===== src/rtl/memory_board_ctrl_pkg.sv =====
// memory_pkg: shared enums and the cursor wrap helper for the memory board controller
package memory_pkg;
  typedef enum logic [1:0] {HIDDEN, SHOWN, MATCHED} cell_state_t;
  typedef enum logic [1:0] {DIR_RIGHT, DIR_LEFT, DIR_DOWN, DIR_UP} dir_t;
  typedef enum logic [2:0] {PICK1, PICK2, COMPARE, SHOW_MISS, DONE} fsm_t;
  function automatic int wrap(input int v, input int lim, input logic inc);
    return inc ? (v == lim - 1 ? 0 : v + 1) : (v == 0 ? lim - 1 : v - 1);
  endfunction
endpackage


===== src/rtl/memory_board_ctrl_edge_pulse.sv =====
// edge_pulse: rising-edge detector; pulse is high while sig is high and was low last cycle
module edge_pulse (
  input  logic clk,
  input  logic rst,
  input  logic sig,
  output logic pulse
);
  logic prev;
  always_ff @(posedge clk or posedge rst) begin
    if (rst) prev <= 1'b0;
    else prev <= sig;
  end
  assign pulse = sig & ~prev;
endmodule


===== src/rtl/memory_board_ctrl.sv =====
// memory_board_ctrl: cursor, pick/compare FSM and per-cell state for a concentration board
module memory_board_ctrl
  import memory_pkg::*;
#(
  parameter int ROWS = 4,
  parameter int COLS = 4,
  parameter int CELL_W = 4,
  parameter int CNT_W = 8,
  parameter int REVEAL_CYCLES = 4,
  localparam int N = ROWS * COLS,
  localparam int IDX_W = $clog2(N)
) (
  input  logic                clk,
  input  logic                rst,
  input  logic                load,
  input  logic [N*CELL_W-1:0] card_vals,
  input  logic                move,
  input  logic [1:0]          dir,
  input  logic                select,
  output logic [IDX_W-1:0]    cursor,
  output logic [2*N-1:0]      cell_state,
  output logic [N*CELL_W-1:0] cell_val,
  output logic [CNT_W-1:0]    attempts,
  output logic [IDX_W-1:0]    pairs,
  output logic                busy,
  output logic                done
);
  localparam int TW = $clog2(REVEAL_CYCLES + 1);
  fsm_t state, state_n;
  cell_state_t cells [N];
  logic [CELL_W-1:0] vals [N];
  logic [IDX_W-1:0] first, second, cur_n;
  logic [TW-1:0] timer;
  logic mv_ev, sel_ev, pick_ok, eq, last_pair;
  dir_t d;
  int r, c;

  edge_pulse u_move (.clk(clk), .rst(rst), .sig(move), .pulse(mv_ev));
  edge_pulse u_select (.clk(clk), .rst(rst), .sig(select), .pulse(sel_ev));

  assign d = dir_t'(dir);
  assign pick_ok = sel_ev && cells[cursor] == HIDDEN;
  assign eq = vals[first] == vals[second];
  assign last_pair = pairs == IDX_W'(N / 2 - 1);

  always_comb begin
    r = int'(cursor) / COLS;
    c = int'(cursor) % COLS;
    r = (d == DIR_DOWN || d == DIR_UP) ? wrap(r, ROWS, d == DIR_DOWN) : r;
    c = (d == DIR_RIGHT || d == DIR_LEFT) ? wrap(c, COLS, d == DIR_RIGHT) : c;
    cur_n = IDX_W'(r * COLS + c);
  end

  always_comb begin
    state_n = state;
    case (state)
      PICK1:     state_n = pick_ok ? PICK2 : PICK1;
      PICK2:     state_n = pick_ok ? COMPARE : PICK2;
      COMPARE:   state_n = !eq ? SHOW_MISS : last_pair ? DONE : PICK1;
      SHOW_MISS: state_n = timer == TW'(1) ? PICK1 : SHOW_MISS;
      default:   state_n = state;
    endcase
    if (load) state_n = PICK1;
  end

  always_ff @(posedge clk or posedge rst) begin
    if (rst) begin
      state <= PICK1;
      busy <= 1'b0;
      done <= 1'b0;
    end else begin
      state <= state_n;
      busy <= state_n == COMPARE || state_n == SHOW_MISS;
      done <= state_n == DONE;
    end
  end

  // the first pick cannot be re-picked in PICK2 because it is no longer HIDDEN
  always_ff @(posedge clk or posedge rst) begin
    if (rst) begin
      for (int i = 0; i < N; i++) begin
        cells[i] <= HIDDEN;
        vals[i] <= '0;
      end
      cursor <= '0;
      first <= '0;
      second <= '0;
      attempts <= '0;
      pairs <= '0;
      timer <= '0;
    end else if (load) begin
      for (int i = 0; i < N; i++) begin
        cells[i] <= HIDDEN;
        vals[i] <= card_vals[i*CELL_W +: CELL_W];
      end
      cursor <= '0;
      attempts <= '0;
      pairs <= '0;
      timer <= '0;
    end else begin
      if (mv_ev && state != DONE) cursor <= cur_n;
      if (pick_ok && state == PICK1) begin
        cells[cursor] <= SHOWN;
        first <= cursor;
      end
      if (pick_ok && state == PICK2) begin
        cells[cursor] <= SHOWN;
        second <= cursor;
      end
      if (state == COMPARE) begin
        attempts <= (&attempts) ? attempts : attempts + CNT_W'(1);
        if (eq) begin
          cells[first] <= MATCHED;
          cells[second] <= MATCHED;
          pairs <= pairs + IDX_W'(1);
        end else timer <= TW'(REVEAL_CYCLES);
      end
      if (state == SHOW_MISS) begin
        timer <= timer - TW'(1);
        if (timer == TW'(1)) begin
          cells[first] <= HIDDEN;
          cells[second] <= HIDDEN;
        end
      end
    end
  end

  for (genvar g = 0; g < N; g++) begin : g_out
    assign cell_state[2*g +: 2] = cells[g];
    assign cell_val[g*CELL_W +: CELL_W] = vals[g];
  end
endmodule


===== config.mk =====
export PLATFORM = sky130hd
export DESIGN_NAME = memory_board_ctrl
export DESIGN_NICKNAME = d
export VERILOG_FILES = /design/src/rtl/memory_board_ctrl_pkg.sv /design/src/rtl/memory_board_ctrl_edge_pulse.sv /design/src/rtl/memory_board_ctrl.sv
export SDC_FILE = /design/constraint.sdc
export NUM_CORES = 1
export LEC_CHECK = 0
export ABC_AREA = 1
export BUFFER_PORTS_ARGS = -buffer_cell sky130_fd_sc_hd__buf_2
export CORE_AREA = 2 2 135 137
export DETAILED_ROUTE_END_ITERATION = 8
export DIE_AREA = 0 0 137 139
export HOLD_SLACK_MARGIN = 0.15
export PLACE_DENSITY_LB_ADDON = 0.3
export SLEW_MARGIN = 30
export SYNTH_ARGS = -nofsm -noshare
export SYNTH_HDL_FRONTEND = slang
export SYNTH_SLANG_ARGS = --single-unit

===== constraint.sdc =====
create_clock -name clk -period 10.9 [get_ports clk]
set_input_delay 2.18 -clock clk [delete_from_list [all_inputs] [get_ports clk]]
set_output_delay 2.18 -clock clk [all_outputs]
set_load 0.02 [all_outputs]

==> impl_metrics.toml <==
[run_status]
status = "completed"

[min_path]
min_to = "timer[0]"
hp-class = "flop to flop"
hold_path_depth = 1
min_from = "timer[0]"

[cells_and_area]
drive_above_1_share_pct = 17.0
areaGrowthSynthToFinish_pct = 21.4
nFillCells = 1746
antenna_cells = 0
final_util_pct = 53.3
design_area_um2 = 9410
num-nets-final = 1418

[worst_setup_path]
worst_setup_path_end_kind = "output pin"
crit_arrival_ps = 1320
cp.depth = 1
cp_top_family = "flip-flops"
critPathLaunch = "cursor[0]"
worst_setup_path_start_kind = "flop"
crit_chain = "buf_2"
cp_data_required_time_ps = 8720
critical_path_buf_inv_count = 1
crit_path_max_incr_delay_ps = 640
r2r-end = "cell_state[5]"
timing.reg2reg.setup_slack_ps = 7630
ff2ff_path_depth = 17
r2r_start = "first[0]"
crit_fanout = 11
crit_slowest_cell = "dfrtp_1"
crit_type = "flop to output pin"

[clock_network]
cts_sinks = 130
numCtsBuffers = 17
holdBufCountCts = 0
htreeDepth = 4
clockBufferDepth = 2
clkTransAtPathRegs_ps = 60
clock_latency_ps = 430
cts_root_buf = "clkbuf_16"
ctsResizeCount = 0
cts_tree = "done"
post-cts-setup-buffers = 0

[logic_synthesis]
yosys_warnings = 0
synth_nets = 1255
syn-mean-instance-area_um2 = 6.62
async_flop_share_pct = 100
synth_cell_types = 36
ys_ff_latch = 130
synth_flop_cell = "dfrtp_1"
synthCells = 1171
synth_edf_count = 0
ys_seq_area_share_pct = 41.9
syn-cell-area_um2 = 7760

[route]
drc = 0
wire_per_inst_um = 14.0
ant_nets = 0
drtIter0Drc = 593
drt-vias-per-instance = 5.00
num_vias = 7875
dr.pass1.iters = 8
routed_wl_um = 22100

[global_routing]
antenna_found_initial = 0
grt_pass1_vias = 7343
grt_overflow = 0
grt_use_total_pct = 23.9
grt_pass1_wl_um = 36200
grt_max_degree = 99

[power_and_ir_drop]
leakagePower_nw = 5.39
peakVddDrop_mv = 0.117
p_per_area_nw_per_um2 = 166

[timing]
rsz0062_at_grt = "false"
setup-violations-final = 0
slew_viol_final = 0
skew_ps = 7.71
period_needed_ps = 3500
hold_ws_ps = 518
fmax_mhz = 285
worst_slack_ps = 7400
tightest_slew_ps = 840
tns_ps = 0
slew_headroom_pct = 44.0
hold_viol_final = 0
final.period_utilization_pct = 32.1

[placed_design]
placed_area_um2 = 8750
hpwlAfterDp_um = 15400
place_congestion = 0.863
portBuffers = 184
place_ws_ps = 6770

[floorplan]
core_area_um2 = 17700
initial_core_util_pct = 43.9
die_w_um = 137
die_h_um = 139
dieArea_um2 = 19000
io-pin-count = 185
num_rows = 49

[job]
drv_cap = 0
## metrics by stage
stage | total power [mW] | std cells
4_1_cts | 1.57 | 1576
3_3_place_gp | 0.934 | 1544
6_report | 1.57 | 1576
3_5_place_dp | 0.941 | 1544
5_1_grt | 1.65 | 1576
2_1_floorplan | 0.837 | 1171
## report_power, final
| group | leakage (nW) | switching, mW | internal [mW] |
|---|---|---|---|
| registers | 1.69 | 0.0429 | 0.513 |
| clock network | 0.316 | 0.222 | 0.408 |
| logic | 3.39 | 0.263 | 0.116 |
## per-layer routing
| layer | global-route usage (%) | wire length, um |
|---|---|---|
| met5 | 0 | 0 |
| met4 | 7.65 | 431 |
| met3 | 4.71 | 1430 |
| met2 | 36.8 | 9870 |
| met1 | 33.7 | 10300 |
## final cells by class
class | count | area [um^2] | area share (%)
inverter | 103 | 392 | 4.16
timing repair buffer | 190 | 972 | 10.3
clock inverter | 11 | 175 | 1.86
multi-input combinational | 892 | 3850 | 40.9
tap | 229 | 287 | 3.04
clock buffer | 21 | 480 | 5.10
sequential | 130 | 3250 | 34.6
## cell usage after synthesis (2+ instances only)
library cell | n | area [um^2]
a21boi_0 | 5 | 37.5
buf_2 | 7 | 35.0
xor2_1 | 3 | 26.3
dfrtp_1 | 130 | 3250
nand3_1 | 27 | 135
o211ai_1 | 2 | 15.0
o31ai_1 | 2 | 15.0
buf_6 | 8 | 90.1
inv_2 | 2 | 7.51
nand2_1 | 632 | 2370
a22oi_1 | 6 | 45.0
o21ai_0 | 63 | 315
inv_1 | 96 | 360
nor2_1 | 44 | 165
a21boi_1 | 11 | 82.6
o21ai_1 | 2 | 10.0
ha_1 | 13 | 163
o22ai_1 | 10 | 62.6
clkbuf_1 | 20 | 75.1
nor3_1 | 4 | 20.0
a21oi_1 | 39 | 195
buf_1 | 6 | 22.5
buf_4 | 5 | 37.5
nand4_1 | 19 | 119
clkinv_1 | 4 | 15.0
## cells by family after synthesis
group | synth area share, %
other cells | 0.0483
buf+inv | 8.37
flops | 41.9
fa+ha+maj | 2.10
simple gates | 36.7
xor+xnor | 0.452
compound gates | 10.4
## cell usage in the layout, fill, tap and decap left out, types with 2 or more instances in the layout
| cell | instances |
|---|---|
| inv_4 | 2 |
| inv_1 | 94 |
| clkinv_4 | 3 |
| clkinv_1 | 4 |
| a21boi_1 | 11 |
| clkbuf_8 | 4 |
| o21ai_0 | 63 |
| nor2_1 | 44 |
| clkinvlp_4 | 2 |
| nand3_1 | 27 |
| o22ai_1 | 10 |
| nand2_1 | 632 |
| o21ai_1 | 2 |
| buf_2 | 183 |
| buf_4 | 6 |
| clkbuf_16 | 17 |
| inv_2 | 3 |
| nand4_1 | 19 |
| nor3_1 | 4 |
| a21oi_1 | 39 |
| dfrtp_1 | 130 |
| ha_1 | 13 |
| a21boi_0 | 5 |
| o211ai_1 | 2 |
| o31ai_1 | 2 |
| a22oi_1 | 6 |
| bufinv_16 | 4 |
| xor2_1 | 3 |
## worst max-delay path by stage
stage                             end  slack (ps)
after floorplan           attempts[0]        5250
after global placement       first[0]        6820
after global routing         first[0]        7170
after CTS                    first[0]        7230
after detailed placement     first[0]        6770
final                       cursor[0]        7400
## state kept, by name, summed over array words and instances (netlist names)
register,flops
busy,1
cell_state,32
second,4
u_select.prev,1
u_move.prev,1
cell_val,64
attempts,8
first,4
state,3
timer,3
cursor,4
pairs,4
done,1
Note: power is estimated with default switching activity, not from simulation.
